### src/rtl/ram_byte_access_ctrl.sv
// Load/store engine for the 1536x8 data RAM: serialises 32-bit RISC-V loads and
// stores into little-endian byte accesses, with alignment and range rejection.
module ram_byte_access_ctrl #(
    parameter int RAM_AW    = 11,
    parameter int RAM_DEPTH = 1536
) (
    input  logic              CLK,
    input  logic              RESET_N,
    input  logic              REQ_VALID,
    output logic              REQ_READY,
    input  logic              REQ_WRITE,
    input  logic [1:0]        REQ_SIZE,
    input  logic              REQ_UNSIGNED,
    input  logic [31:0]       REQ_ADDR,
    input  logic [31:0]       REQ_WDATA,
    output logic              RESP_VALID,
    output logic              RESP_ERR,
    output logic [31:0]       RESP_RDATA,
    output logic              RAM_RE,
    output logic [RAM_AW-1:0] RAM_RADDR,
    input  logic [7:0]        RAM_RDATA,
    output logic              RAM_WE,
    output logic [RAM_AW-1:0] RAM_WADDR,
    output logic [7:0]        RAM_WDATA
);

    typedef enum logic [1:0] {IDLE, WRITE, READ, RESP} state_t;

    localparam logic [31:0] DEPTH32 = 32'(RAM_DEPTH);

    state_t            state_q, state_d;
    logic [2:0]        cnt_q, cnt_d;
    logic [1:0]        size_q, size_d;
    logic              uns_q, uns_d;
    logic              wr_q, wr_d;
    logic              err_q, err_d;
    logic [31:0]       wdata_q, wdata_d;
    logic [31:0]       asm_q, asm_d;
    logic [RAM_AW-1:0] raddr_q, raddr_d;
    logic [RAM_AW-1:0] waddr_q, waddr_d;
    logic [7:0]        wbyte_q, wbyte_d;

    logic [2:0]  nb;
    logic        req_err;
    logic [1:0]  wsel, csel;
    logic [31:0] ext;

    assign nb   = 3'd1 << size_q;
    assign wsel = 2'(cnt_q + 3'd1);
    assign csel = 2'(cnt_q - 3'd1);

    always_comb begin
        req_err = (REQ_SIZE == 2'b11)
               || (REQ_SIZE == 2'b01 && REQ_ADDR[0])
               || (REQ_SIZE == 2'b10 && REQ_ADDR[1:0] != 2'b00)
               || (REQ_ADDR >= DEPTH32);
    end

    always_comb begin
        state_d = state_q;
        cnt_d   = cnt_q;
        size_d  = size_q;
        uns_d   = uns_q;
        wr_d    = wr_q;
        err_d   = err_q;
        wdata_d = wdata_q;
        asm_d   = asm_q;
        raddr_d = raddr_q;
        waddr_d = waddr_q;
        wbyte_d = wbyte_q;
        case (state_q)
            IDLE: begin
                if (REQ_VALID) begin
                    size_d  = REQ_SIZE;
                    uns_d   = REQ_UNSIGNED;
                    wr_d    = REQ_WRITE;
                    wdata_d = REQ_WDATA;
                    err_d   = req_err;
                    cnt_d   = 3'd0;
                    asm_d   = 32'd0;
                    if (req_err) begin
                        state_d = RESP;
                    end else if (REQ_WRITE) begin
                        state_d = WRITE;
                        waddr_d = REQ_ADDR[RAM_AW-1:0];
                        wbyte_d = REQ_WDATA[7:0];
                    end else begin
                        state_d = READ;
                        raddr_d = REQ_ADDR[RAM_AW-1:0];
                    end
                end
            end
            WRITE: begin
                if (cnt_q == nb - 3'd1) begin
                    state_d = RESP;
                end else begin
                    cnt_d   = cnt_q + 3'd1;
                    waddr_d = waddr_q + 1'b1;
                    wbyte_d = wdata_q[{wsel, 3'b000} +: 8];
                end
            end
            READ: begin
                // RAM data lags the address by one cycle, hence the extra cycle
                // and the address parked on the last byte.
                if (cnt_q != 3'd0) asm_d[{csel, 3'b000} +: 8] = RAM_RDATA;
                if (cnt_q == nb) begin
                    state_d = RESP;
                end else begin
                    cnt_d = cnt_q + 3'd1;
                    if (cnt_q + 3'd1 < nb) raddr_d = raddr_q + 1'b1;
                end
            end
            RESP:    state_d = IDLE;
            default: state_d = IDLE;
        endcase
    end

    always_ff @(posedge CLK or negedge RESET_N) begin
        if (!RESET_N) begin
            state_q <= IDLE;
            cnt_q   <= '0;
            size_q  <= '0;
            uns_q   <= 1'b0;
            wr_q    <= 1'b0;
            err_q   <= 1'b0;
            wdata_q <= '0;
            asm_q   <= '0;
            raddr_q <= '0;
            waddr_q <= '0;
            wbyte_q <= '0;
        end else begin
            state_q <= state_d;
            cnt_q   <= cnt_d;
            size_q  <= size_d;
            uns_q   <= uns_d;
            wr_q    <= wr_d;
            err_q   <= err_d;
            wdata_q <= wdata_d;
            asm_q   <= asm_d;
            raddr_q <= raddr_d;
            waddr_q <= waddr_d;
            wbyte_q <= wbyte_d;
        end
    end

    always_comb begin
        case (size_q)
            2'b00:   ext = {{24{~uns_q & asm_q[7]}}, asm_q[7:0]};
            2'b01:   ext = {{16{~uns_q & asm_q[15]}}, asm_q[15:0]};
            default: ext = asm_q;
        endcase
    end

    assign REQ_READY  = (state_q == IDLE);
    assign RAM_WE     = (state_q == WRITE);
    assign RAM_RE     = (state_q == READ);
    assign RESP_VALID = (state_q == RESP);
    assign RESP_ERR   = RESP_VALID & err_q;
    assign RESP_RDATA = (RESP_VALID && !err_q && !wr_q) ? ext : 32'd0;
    assign RAM_RADDR  = raddr_q;
    assign RAM_WADDR  = waddr_q;
    assign RAM_WDATA  = wbyte_q;

endmodule
### config.mk
export PLATFORM = sky130hd
export DESIGN_NAME = ram_byte_access_ctrl
export DESIGN_NICKNAME = d
export VERILOG_FILES = /design/src/rtl/ram_byte_access_ctrl.sv
export SDC_FILE = /design/constraint.sdc
export NUM_CORES = 1
export LEC_CHECK = 0
export CAP_MARGIN = 20
export CORE_MARGIN = 1
export CORE_UTILIZATION = 45
export DETAILED_ROUTE_END_ITERATION = 10
export PLACE_DENSITY = 0.77
export RECOVER_POWER = 50
export SYNTH_ARGS = -nofsm -noshare
export SYNTH_HDL_FRONTEND = slang
export SYNTH_SLANG_ARGS = --single-unit
### constraint.sdc
create_clock -name CLK -period 3 [get_ports CLK]
set_input_delay 0.6 -clock CLK [delete_from_list [all_inputs] [get_ports CLK]]
set_output_delay 0.6 -clock CLK [all_outputs]
set_load 0.005 [all_outputs]
==> results of run 1 <==
## worst reg2reg max path, delay by kind of cell, from the launching register on
family	cells	cell delay (ns)
simple gates	3	1.35
compound gates	1	0.11
flops	1	0.40
fa+ha+maj	1	0.36
mux	1	0.43
## cell families after synthesis
group                    Yosys count
AND/OR/NAND/NOR                  138
AO/OA/AOI/OAI                    134
flip-flops                       104
multiplexers                      69
buffers and inverters             62
adder cells (fa/ha/maj)           14
XOR/XNOR                           2
## Yosys cell counts (3+ instances only)
master | n | share of area, %
a211oi_1 | 4 | 0.53
or3_1 | 4 | 0.44
o32ai_1 | 3 | 0.46
mux2_2 | 58 | 11
o31ai_1 | 12 | 1.6
o21a_1 | 8 | 1.1
nand2b_1 | 5 | 0.55
and3_1 | 4 | 0.44
o21ai_1 | 4 | 0.35
or4_1 | 3 | 0.40
nor4_1 | 5 | 0.55
dfrtp_1 | 104 | 46
o311ai_1 | 5 | 0.77
clkbuf_1 | 12 | 0.79
nand3_1 | 10 | 0.88
o21ai_0 | 12 | 1.1
o22ai_1 | 5 | 0.55
nand2_1 | 43 | 2.8
a22o_1 | 8 | 1.2
nor3b_1 | 3 | 0.40
o2111ai_1 | 3 | 0.46
nor4_2 | 6 | 1.3
nor2_1 | 20 | 1.3
a32o_1 | 8 | 1.4
inv_1 | 36 | 2.4
o41ai_1 | 5 | 0.77
nor3_1 | 7 | 0.62
mux4_2 | 8 | 3.2
and2_1 | 9 | 0.99
buf_2 | 9 | 0.79
a21oi_1 | 28 | 2.5
ha_1 | 14 | 3.1
nand4_1 | 3 | 0.33
a31oi_1 | 4 | 0.44
## layer usage
metal	track usage (%)	up-vias	share of wire (%)
li1	-	2264	-
met1	32.1	2381	43
met2	41.5	203	50
met3	5.93	24	5.7
met4	7.01	0	1.4
met5	0	-	0
## registers in the layout (all words and copies together) (netlist names)
register,count
size_q,2
RAM_WDATA,8
RAM_WADDR,11
cnt_q,3
uns_q,1
asm_q,32
RAM_RADDR,11
wdata_q,32
err_q,1
state_q,2
wr_q,1
## cell type report
class / instances / share of cell area [%]
inverter: 37 / 1.80
clock buffer: 10 / 2.96
sequential: 104 / 33.7
timing repair buffer: 171 / 21.2
clock inverter: 5 / 0.518
tap: 168 / 2.72
multi-input combinational: 357 / 37.1
## report_power, final
part | internal [mW] | switching (mW)
logic | 1.83 | 1.78
registers | 1.91 | 0.409
clock network | 0.568 | 0.538
total | 4.31 | 2.73
## worst max path at each step
stage,from,to
6_report,state_q[0],RESP_RDATA[21]
3_3_place_gp,REQ_ADDR[10],RAM_RADDR[5]
3_5_place_dp,REQ_ADDR[23],RAM_RADDR[5]
4_1_cts,state_q[0],RESP_RDATA[21]
2_1_floorplan,size_q[1],RAM_WADDR[0]
5_1_grt,state_q[0],RESP_RDATA[21]
==> out/metrics.yaml, run 1 <==
crit_type: "register to output pin"
die_h_um: 114
max_slew_margin_pct: -52.4
post_drt_wl_per_cell_um: 18.4
ios: 146
total_power_mw: 7.04
crit_arrival_ns: 2.34
grt_pass1_wl_um: 25100
slowest_stage: "clkdlybuf4s50_1"
hold_viol_final: 0
cts-root-buf: "clkbuf_16"
drv_cap: 1
synth_nets: 616
drt-pass1-iter-count: 5
drc: 0
synth.distinct_cells: 73
numPortBuffers: 145
place_area_um2: 7440
path_cells: "ha_4 -> nor3b_4 -> a21boi_4 -> o21ai_4 -> a21oi_1 -> clkdlybuf4s50_1"
hold_buffers: 0
vias: 4872
routed_via_density: 5.72
die-area_um2: 13100
fmax_mhz: 340
worst_r2r_endpoint: "RAM_WDATA[2]"
core_um2: 12200
placementRows: 40
ant_nets: 0
fin_crit_ns: 2.94
reg2regPathDepth: 6
start_util_pct: 46.7
seq_area_um2: 2610
violations: "capacitance limit, slew limit"
place_congestion: 0.891
synthSimpleGateAreaFrac_pct: 13.8
r2r_slack_ns: 0.26
hp-start: "asm_q[30]"
place_ws_ns: -0.0244
routed_wl_um: 15700
min_path_type: "register to register"
powerDensity_nw_per_um2: 910
drive_gt1_share_pct: 19.2
path_buf_inv: 1
hold_ws_ns: 0.487
multiInputGateArea_um2: 2870
syn_to_final_growth_pct: 36.0
status: "finished with violations"
cts_tree: "done"
rr_startpoint: "cnt_q[0]"
critPathRequiredTime_ns: 2.40
synthAdderAreaFrac_pct: 3.08
synthCells: 523
grtUsageTotal_pct: 24.8
fin_skew_ns: 0.0122
leakage_nw: 3.13
antenna_found_initial: 0
post_cts_resized: 4
final_cells: 852
synth.yosys.warnings: 0
cts_max_level: 3
syn_area_um2: 5690
utilization_pct: 63.6
setup_violations: 0
die_width_um: 114
min_to: "asm_q[30]"
final_cell_mix: "clkdlybuf4s50_1, dfrtp_1, mux2_2"
min_path_cells: 2
layout.nets: 773
grt_pass1_vias: 4939
cp_num_cells: 6
synth_compound_area_share_pct: 17.5
post-place-cells: 837
seq_area_frac_synth_pct: 45.8
finalMaxSlewViolations: 44
clock_path_buffers: 2
gr-total-overflow: 0
fillers: 978
insertion_delay_ns: 0.35
cp-start-kind: "register"
clk_pin_slew_worst_paths_ns: 0.07
crit_path_end_kind: "output pin"
synth_top_family_by_area: "compound AO/OA/AOI/OAI gates"
yosys_register_bits: 104
grt_max_degree: 63
fin_ws_ns: 0.0617
ir_drop_uv: 507
ys.flop_type: "dfrtp_1"
synth.avg_cell_area_um2: 10.9
mostFrequentLayoutCell: "clkdlybuf4s50_1"
final.period_utilization_pct: 97.9
cp_slowest_stage_delay_ns: 0.55
worst_slew_pin_slew_ns: 2.29
synth_xor_area_share_pct: 0.308
cts_made_buffers: 9
synth_edf_count: 0
worst-path-max-fanout: 16
cts_num_sinks: 104
finalInstanceArea_um2: 7730
setup-tns-final_ns: 0
critical-path-top-delay-family: "compound AO/OA/AOI/OAI gates"
hpwlAfterDp_um: 11800
synth_mux_area_share_pct: 15.2
drtIter0Drc: 262
ys_async_sr_fraction_pct: 100
antenna_cells: 0
post_cts_buffers: 0
(Power assumes the default switching activity.)
==> run 2, diff against run 1 <==
--- a/config.mk
+++ b/config.mk
@@ -6,11 +6,13 @@
 export NUM_CORES = 1
 export LEC_CHECK = 0
 export CAP_MARGIN = 20
+export CORE_ASPECT_RATIO = 1.2
 export CORE_MARGIN = 1
 export CORE_UTILIZATION = 45
 export DETAILED_ROUTE_END_ITERATION = 10
 export PLACE_DENSITY = 0.77
 export RECOVER_POWER = 50
+export REMOVE_ABC_BUFFERS = 1
 export SYNTH_ARGS = -nofsm -noshare
 export SYNTH_HDL_FRONTEND = slang
 export SYNTH_SLANG_ARGS = --single-unit
==> out/metrics.yaml, run 2 (same netlist as run 1, synthesis figures left out) <==
grt_max_degree: 45
status: "finished, final reports clean"
r2r_slack_ns: 0.29
max_slew_margin_pct: 24.9
drtIter0Drc: 212
die_width_um: 105
clock_path_buffers: 2
grt-busiest-layer: "met2"
numPortBuffers: 145
layout.nets: 774
fin_ws_ns: 0.0991
drive_gt1_share_pct: 19.7
grtUsageTotal_pct: 24.6
rr_startpoint: "cnt_q[0]"
reg2regPathDepth: 9
finalMaxSlewViolations: 0
vias: 4933
fin_crit_ns: 2.90
ios: 146
post_drt_wl_per_cell_um: 18.2
final_cell_mix: "clkdlybuf4s50_1, dfrtp_1, mux2_2"
fin_skew_ns: 0.00675
grt_use_met3_pct: 3.70
setup_violations: 0
grt_pass1_vias: 5176
cp-start-kind: "register"
cts_num_sinks: 104
mostFrequentLayoutCell: "clkdlybuf4s50_1"
crit_end: "RESP_RDATA[17]"
leakage_nw: 3.17
antenna_found_initial: 0
place_ws_ns: 0.00888
met2_usage_pct: 44.3
routed_wl_um: 15400
insertion_delay_ns: 0.35
core_um2: 12200
worst_r2r_endpoint: "RAM_RADDR[5]"
total_power_mw: 7.07
cts_max_level: 3
rsz0062_at_grt: "false"
setup-tns-final_ns: 0
antenna_cells: 0
reg.largest.list: "asm_q (32), wdata_q (32)"
die_h_um: 125
worst-path-max-fanout: 16
place_congestion: 0.888
cts_tree: "done"
drt-pass1-iter-count: 4
worst_slew_pin_slew_ns: 1.13
ant_nets: 0
cts-root-buf: "clkbuf_16"
routed_via_density: 5.83
critPathLaunch: "state_q[0]"
crit_type: "register to output pin"
grt_use_met1_pct: 29.0
syn_to_final_growth_pct: 36.1
hpwlAfterDp_um: 11700
powerDensity_nw_per_um2: 914
drc: 0
drv_cap: 0
grt_pass1_wl_um: 25600
crit_path_end_kind: "output pin"
min_path_type: "primary input to async pin"
cts_made_buffers: 9
fmax_mhz: 345
gr-total-overflow: 0
crit_arrival_ns: 2.30
placementRows: 44
final.period_utilization_pct: 96.7
clk_pin_slew_worst_paths_ns: 0.07
ir_drop_uv: 459
critPathRequiredTime_ns: 2.40
die-area_um2: 13100
hold_viol_final: 0
start_util_pct: 46.5
## run 2: cell types whose count changed in the layout (fill, tap and decap cells not counted), moves of 2 or more
| cell | delta |
|---|---|
| a21oi_1 | -2 |
| clkbuf_2 | +2 |
| dlygate4sd3_1 | +9 |
| clkdlybuf4s50_1 | -11 |
| a21oi_2 | +2 |
| dlymetal6s2s_1 | +2 |
## run 2: routing by layer
layer / wire [um] / part of all wire (%)
met2: 8340 / 54
met3: 626 / 4.1
met5: 0 / 0
met1: 6090 / 39
met4: 382 / 2.5
## run 2: worst min-delay path by stage
stage | endpoint | slack (ns) | cells after the start
after floorplan | RAM_RADDR[0] | 0.30 | 0
after global placement | asm_q[29] | 0.46 | 2
after detailed placement | asm_q[25] | 0.47 | 2
after CTS | RAM_RADDR[6] | 0.28 | 1
after global routing | asm_q[17] | 0.50 | 1
final | RAM_RADDR[6] | 0.45 | 1
## run 2: what timing repair did
item | CTS | global route
hold buffers | 0 | 0
setup buffers | 0 | 0
pin swaps | 0 | 0
gates resized for setup | 2 | 8
endpoints found under the setup margin | 16 | 16
## run 2: stage by stage
stage	std cells	hold WS, ns	utilization (%)	cell area [um^2]
floorplan	498	0.304	-	5580
global placement	831	0.464	60.9	7440
detailed placement	831	0.469	60.9	7440
CTS	846	0.283	63.3	7730
global route	846	0.504	63.3	7740
finish	846	0.449	63.3	7740
## run 2: layout make-up
class                   count  area (um^2)
well taps                 161          201
repair buffers            172         1650
multi-input cells         357         2870
flip-flops and latches    104         2610
fillers                   993         4480
clock buffers              11          243
clock inverters             4         36.3
inverters                  37          139
## run 2: power breakdown
part,total [mW],switching [mW],internal (mW)
Combinational,3.64,1.81,1.83
Sequential,2.31,0.403,1.91
Clock,1.12,0.529,0.594
Total,7.07,2.74,4.34
## run 2: worst max-delay path, stage by stage, from the launching register on
cell and delay (ns):
dfrtp_2 0.41, ha_4 0.19, nor3b_4 0.21, a21boi_4 0.22
o21ai_2 0.06, buf_4 0.19, a21oi_1 0.14, clkdlybuf4s50_1 0.52
==> run 3, diff against run 2 <==
--- a/config.mk
+++ b/config.mk
@@ -8,9 +8,10 @@
 export CAP_MARGIN = 20
 export CORE_ASPECT_RATIO = 1.2
 export CORE_MARGIN = 1
-export CORE_UTILIZATION = 45
+export CORE_UTILIZATION = 53
 export DETAILED_ROUTE_END_ITERATION = 10
-export PLACE_DENSITY = 0.77
+export GPL_ROUTABILITY_DRIVEN = 1
+export PLACE_DENSITY = 0.86
 export RECOVER_POWER = 50
 export REMOVE_ABC_BUFFERS = 1
 export SYNTH_ARGS = -nofsm -noshare
==> constraint.sdc (replaced) <==
create_clock -name CLK -period 3.6 [get_ports CLK]
set_input_delay 0.72 -clock CLK [delete_from_list [all_inputs] [get_ports CLK]]
set_output_delay 0.72 -clock CLK [all_outputs]
set_load 0.005 [all_outputs]
==> out/metrics.yaml, run 3 (same netlist as run 1, synthesis figures left out) <==
grt-busiest-layer: "met2"
setup-tns-final_ns: 0
grt_pass1_vias: 4756
finalMaxSlewViolations: 85
antenna_found_initial: 0
hp-start: "asm_q[27]"
gr-total-overflow: 0
drtIter0Drc: 321
fillers: 746
crit_type: "register to output pin"
setup_violations: 0
status: "finished with violations"
die_h_um: 115
mostFrequentLayoutCell: "clkdlybuf4s50_1"
worst_slew_pin_slew_ns: 2.43
cts_made_buffers: 9
reg.largest.list: "asm_q (32), wdata_q (32)"
routed_wl_um: 15000
ios: 146
min_path_type: "register to register"
min_path_cells: 2
final.period_utilization_pct: 95.0
numPortBuffers: 145
grt_pass1_wl_um: 24000
drt-pass1-iter-count: 5
leakage_nw: 3.08
post_cts_buffers: 0
syn_to_final_growth_pct: 33.5
path_buf_inv: 2
layout.nets: 761
vias: 4834
cp_slowest_stage_delay_ns: 0.53
die_width_um: 96.6
antenna_cells: 0
met2_usage_pct: 47.6
grt_max_degree: 46
crit_arrival_ns: 2.70
final_cell_mix: "clkdlybuf4s50_1, dfrtp_1, mux2_2"
ant_nets: 0
cts_max_level: 3
critPathRequiredTime_ns: 2.88
max_slew_margin_pct: -61.9
clk_pin_slew_worst_paths_ns: 0.07
slowest_stage: "clkdlybuf4s50_1"
r2r_slack_ns: 0.56
reg2regPathDepth: 5
min_to: "asm_q[27]"
hpwlAfterDp_um: 11200
routed_via_density: 6.03
violations: "capacitance limit, slew limit"
place_congestion: 0.859
hold_viol_final: 0
worst-path-max-fanout: 16
cts_tree: "done"
drv_cap: 2
place_area_um2: 7300
die-area_um2: 11100
finalInstanceArea_um2: 7590
cp-start-kind: "register"
drive_gt1_share_pct: 17.4
clock_path_buffers: 2
grt_use_met3_pct: 5.31
start_util_pct: 54.3
fmax_mhz: 292
fin_skew_ns: 0.00716
cts_num_sinks: 104
crit_path_end_kind: "output pin"
placementRows: 41
grt_use_met1_pct: 35.7
core_um2: 10500
critical-path-top-delay-family: "compound AO/OA/AOI/OAI gates"
rr_startpoint: "state_q[0]"
worst_r2r_endpoint: "wdata_q[28]"
ir_drop_uv: 442
fin_crit_ns: 3.42
powerDensity_nw_per_um2: 771
rsz0062_at_grt: "false"
cts-root-buf: "clkbuf_16"
path_cells: "ha_1 -> nor3b_2 -> buf_4 -> a21boi_4 -> o21ai_2 -> a21oi_1 -> clkdlybuf4s50_1"
post_drt_wl_per_cell_um: 18.7
grtUsageTotal_pct: 28.3
insertion_delay_ns: 0.35
drc: 0
-- run 3: cell count changes in the layout (fill, tap and decap cells not counted), moves of 2 or more --
cell,before,now
buf_4,24,11
a21oi_2,2,0
clkinv_2,0,2
dlygate4sd3_1,29,19
dlymetal6s2s_1,2,0
dfrtp_1,102,104
dfrtp_2,2,0
a21oi_1,26,28
clkdlybuf4s50_1,113,125
-- run 3: what timing repair did --
item,in CTS,in global routing
hold buffers,0,0
resized for setup,0,1
endpoints found under the setup margin,0,16
-- run 3: final cells by class --
cell class	instances	area (um^2)	share of cell area (%)
clock buffer	9	225	2.97
inverter	37	139	1.83
timing repair buffer	159	1540	20.3
sequential	104	2600	34.3
tap	129	161	2.13
multi-input combinational	357	2840	37.4
clock inverter	7	81.3	1.07
-- run 3: per-stage QoR --
step	cells	utilization (%)	setup WS, ns	power, mW	hold slack [ns]
after floorplan	498	-	0.430	3.71	0.424
after global placement	786	69.8	0.526	4.74	0.463
after detailed placement	786	69.8	0.422	4.88	0.467
after global routing	802	72.5	0.0101	6.23	0.495
final	802	72.5	0.181	5.85	0.481
after CTS	802	72.7	0.0756	5.89	0.391
-- run 3: worst reg2reg max path, stage by stage, from the launching register on --
cell	delay (ns)
dfrtp_1	0.40
inv_1	0.09
ha_1	0.37
nand2_1	0.15
clkbuf_1	1.43
mux2_2	0.48
-- run 3: power by group --
group	switching (mW)	leakage [nW]	internal (mW)
logic	1.46	1.62	1.47
clock network	0.452	0.149	0.546
registers	0.337	1.31	1.59
total	2.25	3.08	3.60
-- run 3: worst max path at each step --
| stage | start | cells past startpoint | endpoint |
|---|---|---|---|
| floorplan | size_q[1] | 7 | RAM_WADDR[0] |
| global placement | REQ_ADDR[23] | 6 | RAM_RADDR[9] |
| detailed placement | REQ_ADDR[23] | 6 | RAM_RADDR[9] |
| CTS | state_q[0] | 7 | RESP_RDATA[26] |
| global route | state_q[0] | 7 | RESP_RDATA[16] |
| finish | state_q[0] | 7 | RESP_RDATA[22] |
-- run 3: layer usage --
layer  wire (um)  up-vias
li1            -     2248
met1        6070     2375
met2        7700      179
met3         859       32
met4         364        0
met5           0        -
==> patch (flow settings as in run 2) <==
`wdata_q` no longer has a reset.
--- a/src/rtl/ram_byte_access_ctrl.sv
+++ b/src/rtl/ram_byte_access_ctrl.sv
@@ -125,3 +125,2 @@
             err_q   <= 1'b0;
-            wdata_q <= '0;
             asm_q   <= '0;
@@ -137,3 +136,2 @@
             err_q   <= err_d;
-            wdata_q <= wdata_d;
             asm_q   <= asm_d;
@@ -143,2 +141,6 @@
         end
+    end
+
+    always_ff @(posedge CLK) begin
+        wdata_q <= wdata_d;
     end
Check against the original RTL: same outputs for any inputs over 4 cycles, from zero or initial values and one cycle with RESET_N low; that may be too few to reach the edited logic, so the function may still have changed.
==> patch against run 2 <==
The flow now finishes with violations (capacitance limit, slew limit); sequential cell count unchanged; critical endpoint is now RESP_RDATA[23]; total power decreased by 5.2%; sequential power decreased by 4%; largest power group unchanged; cell count decreased by 0.95%; count of clock-buffer cells in the layout decreased by 2; worst setup slack got worse by 0.022 ns; die area decreased by 5.2%; critical path type unchanged; core utilization increased by 0.15 points; design area decreased by 4.7%; via count decreased by 3.6%; area after synthesis decreased by 5.3%; wire length decreased by 3.7%.
==> patch: results (changes against run 2) <==
Outcome
  • Status: finished with violations
  • Failing checks: capacitance limit, slew limit

Detailed routing
  • Routed wl met3: 892 um (+42%)
  • DRT met1 WL: 5900 um (-3.2%)
  • Total Wirelength: 14,900 um (-3.7%)
  • DRT iter0 DRCs: 229 (+8.0%)

Finish
  • Final std cells w/o fill: 838 (-0.95%)
  • Filler cells: 974 (-1.9%)
  • Ratio of cells with drive above 1 in the final layout: 9.40% (-10 points)
  • Final net count: 769 (-0.65%)

Synthesis
  • Register area share after synthesis: 51.3% (+5.5 points)
  • Synth Area in Adders: 3.25% (+0.17 points)
  • Mapped Avg Cell Area: 10.3 um^2 (-4.9%)
  • Async set or reset register ratio after synthesis: 69.2% (-31 points)
  • Top cells by area, synth: dfrtp_1 33%, edfxtp_1 18%, nand2_1 4.8%
  • Xor/xnor share of the synthesized area: 0.325% (+0.017 points)
  • Commonest cells in the netlist: 72 x dfrtp_1, 69 x nand2_1, 36 x o21ai_0
  • Distinct cells, synth: 66 (-9.6%)

GRT
  • M1 GR Usage: 30.3% (+1.3 points)
  • Gr usage total: 24.4% (-0.18 points)
  • Met3 usage: 3.33% (-0.37 points)
  • Met2 usage: 42.3% (-1.9 points)
  • First-pass GRT wire length: 23,200 um (-9.1%)

Place
  • Placed cell area: 7070 um^2 (-5.0%)
  • DP Wirelength: 10,900 um (-7.4%)

Critical path
  • FF-to-FF setup slack: 0.22 ns (-0.07 ns)
  • Reg2Reg Capture Point: RAM_WADDR[3]$_DFFE_PN0P_
  • Crit path arrival time: 2.32 ns (+0.02 ns)
  • Worst R2R Start: state_q[1]$_DFFE_PN0P_

Min path
  • Hold/Removal Path Class: flip-flop to flip-flop

Timing
  • Worst Skew: 0.00453 ns (-0.00222 ns)
  • Slew Viols, Final: 73 (+73)
  • Worst hold margin: 0.487 ns (+0.0374 ns)
  • Relative slew slack: -23.2% (-48 points)

Die
  • Initial Utilization: 46.3% (-0.19 points)

Pwr
  • Peak VDD IR: 0.435 mV (-5.3%)
  • Switching share of total power: 41.1% (+2.4 points)

Job
  • MaxCap Viol Count: 1 (+1)
[patch: area by class of cell]
| type | count | share of cell area (%) |
|---|---|---|
| Sequential cell | 104 | 37.5 |
| Multi-Input combinational cell | 364 | 32.8 |
| Timing Repair Buffer | 168 | 21.9 |
| Clock buffer | 9 | 3.05 |
| Tap cell | 157 | 2.66 |
| Inverter | 29 | 1.48 |
| Clock inverter | 7 | 0.645 |
[patch: worst max path at each step]
stage / endpoint / start / cells after the start / slack, ns
after floorplan: RAM_RADDR[7]$_DFFE_PN0P_ / cnt_q[0]$_DFFE_PN0P_ / 9 / -0.27
after global placement: RAM_RADDR[0]$_DFFE_PN0P_ / REQ_ADDR[23] / 7 / 0.19
after detailed placement: RAM_RADDR[7]$_DFFE_PN0P_ / REQ_ADDR[29] / 7 / -0.004
after CTS: RESP_RDATA[29] / state_q[0]$_DFFE_PN0P_ / 7 / 0.009
after global routing: RESP_RDATA[23] / state_q[0]$_DFFE_PN0P_ / 7 / -0.003
final: RESP_RDATA[23] / state_q[0]$_DFFE_PN0P_ / 7 / 0.08
[patch: tightest hold or removal path, stage by stage, from the launching register on]
cell     delay (ns)
dfrtp_1        0.35
nand2_1        0.05
o21ai_0        0.06
[patch: timing repair]
item / 4_1_cts / 5_1_grt
pin swaps: 0 / 0
resized for setup: 2 / 5
setup endpoints to repair: 16 / 16
setup buffers: 2 / 1
[patch: power by group through the flow]
stage / clock network, mW / logic [mW] / registers (mW)
after global placement: 0 / 3.33 / 2.20
after detailed placement: 0 / 3.43 / 2.23
after floorplan: 0 / 1.96 / 2.19
after CTS: 1.12 / 3.47 / 2.20
final: 1.09 / 3.41 / 2.21
after global routing: 1.17 / 3.74 / 2.26
